[src/rtl/judge_pkg.sv]
// Shared lane indices and encodings for the arrow judge.
package judge_pkg;

    localparam int NUM_LANES  = 4;
    localparam int LANE_LEFT  = 0;
    localparam int LANE_RIGHT = 1;
    localparam int LANE_UP    = 2;
    localparam int LANE_DOWN  = 3;

    typedef enum logic {
        LANE_IDLE  = 1'b0,
        LANE_ARMED = 1'b1
    } lane_state_e;

    typedef enum logic [1:0] {
        GRADE_NONE    = 2'd0,
        GRADE_PERFECT = 2'd1,
        GRADE_GOOD    = 2'd2,
        GRADE_MISS    = 2'd3
    } grade_e;

endpackage

[src/rtl/judge_lane.sv]
// One judging lane: button synchroniser, rising-edge detect, target FSM, age counter.
//   state      | meaning
//   LANE_IDLE  | no live target; a press here is a stray
//   LANE_ARMED | target live, age counts ms since its pulse
module judge_lane
    import judge_pkg::*;
#(
    parameter int WINDOW_MS  = 200,
    parameter int PERFECT_MS = 50,
    parameter int AGE_W      = 8
) (
    input  logic   clk_i,
    input  logic   rst_ni,
    input  logic   tick_ms_i,
    input  logic   tgt_i,
    input  logic   done_i,
    input  logic   btn_i,
    output logic   armed_o,
    output grade_e grade_o,
    output logic   stray_o
);

    localparam logic [AGE_W-1:0] AGE_LAST    = AGE_W'(WINDOW_MS - 1);
    localparam logic [AGE_W-1:0] AGE_PERFECT = AGE_W'(PERFECT_MS);

    logic             sync1_q, sync2_q, prev_q;
    lane_state_e      state_q, state_d;
    logic [AGE_W-1:0] age_q, age_d;
    grade_e           grade_q, grade_d;
    logic             stray_q, stray_d;
    logic             press, expire, retire;

    always_ff @(posedge clk_i or negedge rst_ni) begin
        if (!rst_ni) begin
            sync1_q <= 1'b0;
            sync2_q <= 1'b0;
            prev_q  <= 1'b0;
            state_q <= LANE_IDLE;
            age_q   <= '0;
            grade_q <= GRADE_NONE;
            stray_q <= 1'b0;
        end else begin
            sync1_q <= btn_i;
            sync2_q <= sync1_q;
            prev_q  <= sync2_q;
            state_q <= state_d;
            age_q   <= age_d;
            grade_q <= grade_d;
            stray_q <= stray_d;
        end
    end

    assign press  = sync2_q & ~prev_q;
    assign expire = tick_ms_i && (age_q == AGE_LAST);
    assign retire = press || expire || tgt_i;

    always_comb begin
        state_d = state_q;
        age_d   = age_q;
        grade_d = GRADE_NONE;
        stray_d = 1'b0;
        if (done_i) begin
            state_d = LANE_IDLE;
            age_d   = '0;
        end else begin
            case (state_q)
                LANE_IDLE: begin
                    stray_d = press;
                    if (tgt_i) begin
                        state_d = LANE_ARMED;
                        age_d   = '0;
                    end
                end
                LANE_ARMED: begin
                    if (press) begin
                        grade_d = (age_q < AGE_PERFECT) ? GRADE_PERFECT : GRADE_GOOD;
                    end else if (expire || tgt_i) begin
                        grade_d = GRADE_MISS;
                    end else if (tick_ms_i) begin
                        age_d = age_q + AGE_W'(1);
                    end
                    // A same-cycle target re-arms after the old one is graded.
                    if (retire) begin
                        state_d = tgt_i ? LANE_ARMED : LANE_IDLE;
                        age_d   = '0;
                    end
                end
                default: state_d = LANE_IDLE;
            endcase
        end
    end

    assign armed_o = (state_q == LANE_ARMED);
    assign grade_o = grade_q;
    assign stray_o = stray_q;

endmodule

[src/rtl/arrow_judge.sv]
// Arrow judge top: four lanes, grade summation, saturating score and combo.
// Optional JUDGE_COMBO_BONUS_EN adds (combo>>3) extra points per hit.
module arrow_judge
    import judge_pkg::*;
#(
    parameter int WINDOW_MS   = 200,
    parameter int PERFECT_MS  = 50,
    parameter int AGE_W       = 8,
    parameter int SCORE_W     = 16,
    parameter int COMBO_W     = 8,
    parameter int PERFECT_PTS = 2,
    parameter int GOOD_PTS    = 1
) (
    input  logic               clk_i,
    input  logic               rst_ni,
    input  logic               tick_ms_i,
    input  logic [3:0]         tgt_i,
    input  logic               done_i,
    input  logic [3:0]         btn_i,
    output logic [3:0]         lane_armed_o,
    output logic [3:0]         hit_perfect_o,
    output logic [3:0]         hit_good_o,
    output logic [3:0]         miss_o,
    output logic [SCORE_W-1:0] score_o,
    output logic [COMBO_W-1:0] combo_o
);

    localparam logic [31:0] SCORE_MAX = (32'd1 << SCORE_W) - 32'd1;
    localparam logic [31:0] COMBO_MAX = (32'd1 << COMBO_W) - 32'd1;

    grade_e               grade [NUM_LANES];
    logic [3:0]           stray;
    logic [SCORE_W-1:0]   score_q, score_d;
    logic [COMBO_W-1:0]   combo_q, combo_d;
    logic [2:0]           n_perf, n_good, n_hit;
    logic                 any_break;
    logic [31:0]          add_pts, score_sum, combo_sum;

    for (genvar i = 0; i < NUM_LANES; i++) begin : g_lane
        judge_lane #(
            .WINDOW_MS (WINDOW_MS),
            .PERFECT_MS(PERFECT_MS),
            .AGE_W     (AGE_W)
        ) u_lane (
            .clk_i    (clk_i),
            .rst_ni   (rst_ni),
            .tick_ms_i(tick_ms_i),
            .tgt_i    (tgt_i[i]),
            .done_i   (done_i),
            .btn_i    (btn_i[i]),
            .armed_o  (lane_armed_o[i]),
            .grade_o  (grade[i]),
            .stray_o  (stray[i])
        );
        assign hit_perfect_o[i] = (grade[i] == GRADE_PERFECT);
        assign hit_good_o[i]    = (grade[i] == GRADE_GOOD);
        assign miss_o[i]        = (grade[i] == GRADE_MISS);
    end

    always_comb begin
        n_perf = '0;
        n_good = '0;
        for (int i = 0; i < NUM_LANES; i++) begin
            n_perf = n_perf + {2'b00, hit_perfect_o[i]};
            n_good = n_good + {2'b00, hit_good_o[i]};
        end
        n_hit     = n_perf + n_good;
        any_break = (|miss_o) || (|stray);
    end

    always_comb begin
        add_pts = 32'(PERFECT_PTS) * 32'(n_perf) + 32'(GOOD_PTS) * 32'(n_good);
`ifdef JUDGE_COMBO_BONUS_EN
        // Bonus uses the combo as it stood before this update.
        add_pts = add_pts + 32'(n_hit) * 32'(combo_q >> 3);
`endif
        score_sum = 32'(score_q) + add_pts;
        combo_sum = 32'(combo_q) + 32'(n_hit);
        score_d   = (score_sum > SCORE_MAX) ? '1 : score_sum[SCORE_W-1:0];
        if (any_break) begin
            combo_d = '0;
        end else begin
            combo_d = (combo_sum > COMBO_MAX) ? '1 : combo_sum[COMBO_W-1:0];
        end
    end

    always_ff @(posedge clk_i or negedge rst_ni) begin
        if (!rst_ni) begin
            score_q <= '0;
            combo_q <= '0;
        end else begin
            score_q <= score_d;
            combo_q <= combo_d;
        end
    end

    assign score_o = score_q;
    assign combo_o = combo_q;

endmodule
[config.mk]
export PLATFORM = sky130hd
export DESIGN_NAME = arrow_judge
export DESIGN_NICKNAME = d
export VERILOG_FILES = /design/src/rtl/judge_pkg.sv /design/src/rtl/judge_lane.sv /design/src/rtl/arrow_judge.sv
export SDC_FILE = /design/constraint.sdc
export NUM_CORES = 1
export LEC_CHECK = 0
export BUFFER_PORTS_ARGS = -buffer_cell sky130_fd_sc_hd__buf_2
export CORE_MARGIN = 5
export CORE_UTILIZATION = 59
export DETAILED_ROUTE_END_ITERATION = 6
export PLACE_DENSITY = 0.81
export SLEW_MARGIN = 20
export SYNTH_ARGS = -nofsm -noshare
export SYNTH_HDL_FRONTEND = slang
export SYNTH_HIERARCHICAL = 1
export SYNTH_SLANG_ARGS = --single-unit
[constraint.sdc]
create_clock -name clk_i -period 4.05 [get_ports clk_i]
set_input_delay 0.81 -clock clk_i [delete_from_list [all_inputs] [get_ports clk_i]]
set_output_delay 0.81 -clock clk_i [all_outputs]
set_load 0.01 [all_outputs]
==> qor.csv <==
metric,value,unit
status,finished clean,
insertion_delay,340,ps
drive_above_1_share,15.18,%
diodes,0,
rsz0062_at_grt,no,
totalWireLength,9.638,mm
finalNonFillerCells,629,
overflow,0,
powerDensity,382.0,mW/mm²
end_kind,register,
grt_pass1_wl,16.35,mm
die_area,0.009602,mm²
synthCells,469,
cap_violations,0,
grt_pass1_vias,3535,
crit_family,adder cells,
arrival,4010,ps
nets,560,
hold_path.class,reg2reg,
initial_core_util,59.73,%
die_w,97.99,µm
drtIter0Drc,203,
path_cells,"nand2b_1, fa_1, inv_1, ha_1, ha_1, inv_1, fa_1, xnor2_1, xnor2_1, ha_1, a21oi_1, nor3b_1, nand3_1, a21oi_1",
grt_max_degree,66,
power,1943,µW
synth_top_area_share,46.01,%
vias,3738,
wl_per_cell,15.32,µm
cp_num_buf_inv,2,
peakVddDrop,178.9,µV
antenna_found_initial,0,
slowest_stage,fa_1,
synth.largest_area_cell,dfrtp_1,
yosys_warnings,6,
path_max_fanout,6,
path_class,reg2reg,
power_switching,576.2,µW
cts_made_buffers,9,
core,0.007647,mm²
power_frac_seq,49.5,%
final.setup_skew,9.962,ps
cp-start-kind,register,
fmax,266.6,MHz
p_comb_share,20.6,%
syn_to_final_growth,11.31,%
swShare,29.66,%
dp_hpwl,7.188,mm
cts_buffer_depth,2,
post-cts-setup-buffers,0,
final-setup-viol-count,0,
synth_nets,506,
drc,0,
final.min_clock_period,3751,ps
cts_hold_buf,0,
root_buffer,clkbuf_8,
h-tree-depth,3,
yosysSeqAreaShare,46.01,%
avgViaCountPerCell,5.943,
die_h,97.99,µm
p_leak,0.002400,µW
max_slew.worst_pin.slew,793.6,ps
worstPathRequired,4310,ps
clkTransAtPathRegs,80,ps
ys_top_cells_by_area,"dfrtp_1 46%, nand3_1 6.5%, ha_1 4.9%, a31oi_1 3.6%, a21oi_1 3.4%",
final_antenna_net_count,0,
tns,0,ps
cts_resized,0,
ys_ff_latch,84,
ioPinCount,52,
drt_first_pass_iters,5,
hold_viol_final,0,
intPower,1366,µW
clock_sinks,84,
syn_area,0.004568,mm²
syn_area_per_cell,9.740,µm²
critPathMostFrequentCell,ha_1,
max_stage_delay,540,ps
port_buffers,51,
relSlewSlack,47.09,%
rows,32,
clkPwrFrac,29.9,%
synth_cell_types,41,
grt_usage,20.70,%
fin_crit_sh,92.62,%
gp_congestion,0.8994,
placedCellCount,614,
report.final.slew_viol_count,0,
cts_tree,done,
==> stage by stage <==
stage | utilization (%) | hold WS [ps] | cell area, µm² | worst slack (ps)
2_1_floorplan | - | 331.2 | 4568 | 550.9
3_3_place_gp | 63.99 | 332.0 | 4893 | 496.9
3_5_place_dp | 63.99 | 335.5 | 4893 | 315.1
4_1_cts | 66.49 | 354.8 | 5085 | 296.0
5_1_grt | 66.49 | 362.6 | 5085 | 2.169
6_report | 66.49 | 352.3 | 5085 | 298.9
==> worst register-to-register path, stage by stage (launching register included) <==
cell and delay [ps]:
dfrtp_1 380, nand2b_1 180, fa_1 550, inv_1 40, ha_1 180, ha_1 280, inv_1 80, fa_1 460
xnor2_1 150, xnor2_1 130, ha_1 350, a21oi_1 120, nor3b_1 320, nand3_1 230, a21oi_1 210
==> cell families after synthesis <==
group,count (synthesis),share of synthesized area [%]
multiplexers,2,0.4656
buffers and inverters,36,3.780
AO/OA/AOI/OAI,99,14.05
adder cells (fa/ha/maj),25,7.998
AND/OR/NAND/NOR,211,25.39
flip-flops,84,46.01
XOR/XNOR,12,2.301
==> power by group through the flow <==
stage	Sequential [µW]	Clock, µW	Combinational, µW
2_1_floorplan	995	0	232
3_3_place_gp	974	0	377
3_5_place_dp	979	0	400
4_1_cts	962	595	400
5_1_grt	973	625	455
6_report	961	581	401
==> path summary, 6_finish.rpt <==
path / start / end / slack [ps] / depth (start not counted)
max: g_lane[1].u_lane/grade_o[1]$_DFF_PN0_ / combo_o[1]$_DFF_PN0_ / 300 / 14
min: g_lane[1].u_lane/sync1_q$_DFF_PN0_ / g_lane[1].u_lane/sync2_q$_DFF_PN0_ / 350 / 0
max reg2reg: g_lane[1].u_lane/grade_o[1]$_DFF_PN0_ / combo_o[1]$_DFF_PN0_ / 300 / 14
min reg2reg: g_lane[1].u_lane/sync1_q$_DFF_PN0_ / g_lane[1].u_lane/sync2_q$_DFF_PN0_ / 350 / 0
max in group asynchronous: rst_ni / g_lane[3].u_lane/age_q[3]$_DFFE_PN0P_ / 2740 / 2
min in group asynchronous: rst_ni / score_o[8]$_DFF_PN0_ / 530 / 1
==> cell type report <==
| class | count | area (µm²) |
|---|---|---|
| fillers | 594 | 2562 |
| multi-input cells | 349 | 2293 |
| flip-flops and latches | 84 | 2102 |
| repair buffers | 53 | 272.8 |
| clock buffers | 11 | 141.4 |
| well taps | 102 | 127.6 |
| inverters | 26 | 97.59 |
| clock inverters | 4 | 50.05 |
==> cells in the mapped netlist <==
library cell,number
a211oi_4,4
and2_1,7
xnor2_1,12
nor3b_1,1
nor2_1,24
and4b_1,4
nor3_1,14
o21bai_1,1
buf_6,4
o311ai_1,4
inv_1,26
or2_2,4
o22ai_1,1
and4_1,2
and4bb_1,4
buf_2,6
a21oi_1,31
or4_1,2
mux2i_1,1
o21ai_1,3
fa_1,7
and3_1,2
nand2_1,30
nand4_1,16
o211ai_1,4
mux2_1,1
o21a_1,1
nand2b_1,14
dfrtp_1,84
o21ai_0,19
nor3_2,1
nand3b_1,9
nor2b_1,15
and3b_1,1
a31oi_1,26
and2_0,1
or2_1,1
o31ai_1,1
o21ba_2,4
ha_1,18
nand3_1,59
==> sequential cells by signal (all words and copies together) (netlist names), 8 cells and up <==
signal and flops:
g_lane.u_lane/grade_o 8, combo_o 8, score_o 16, g_lane.u_lane/age_q 32
==> metal layers <==
metal	up-vias	GRT usage, %	wire, µm
li1	1810	-	-
met1	1796	28.54	4319
met2	113	32.57	4574
met3	19	3.214	507
met4	0	9.052	237
met5	-	0	0
==> layout by cell type, fill, tap and decap left out, types with 7 or more instances in the layout <==
master    synthesis  layout
xnor2_1          12      12
ha_1             18      18
a21oi_1          31      31
o21ai_0          19      19
nand3b_1          9       9
inv_1            26      26
nand4_1          16      16
nor3_1           14      14
and2_1            7       7
nor2_1           24      24
nand3_1          59      59
buf_2             6      50
dfrtp_1          84      84
nand2_1          30      30
clkbuf_8          0      10
a31oi_1          26      26
fa_1              7       7
nand2b_1         14      14
nor2b_1          15      15
(Power assumes the default switching activity.)
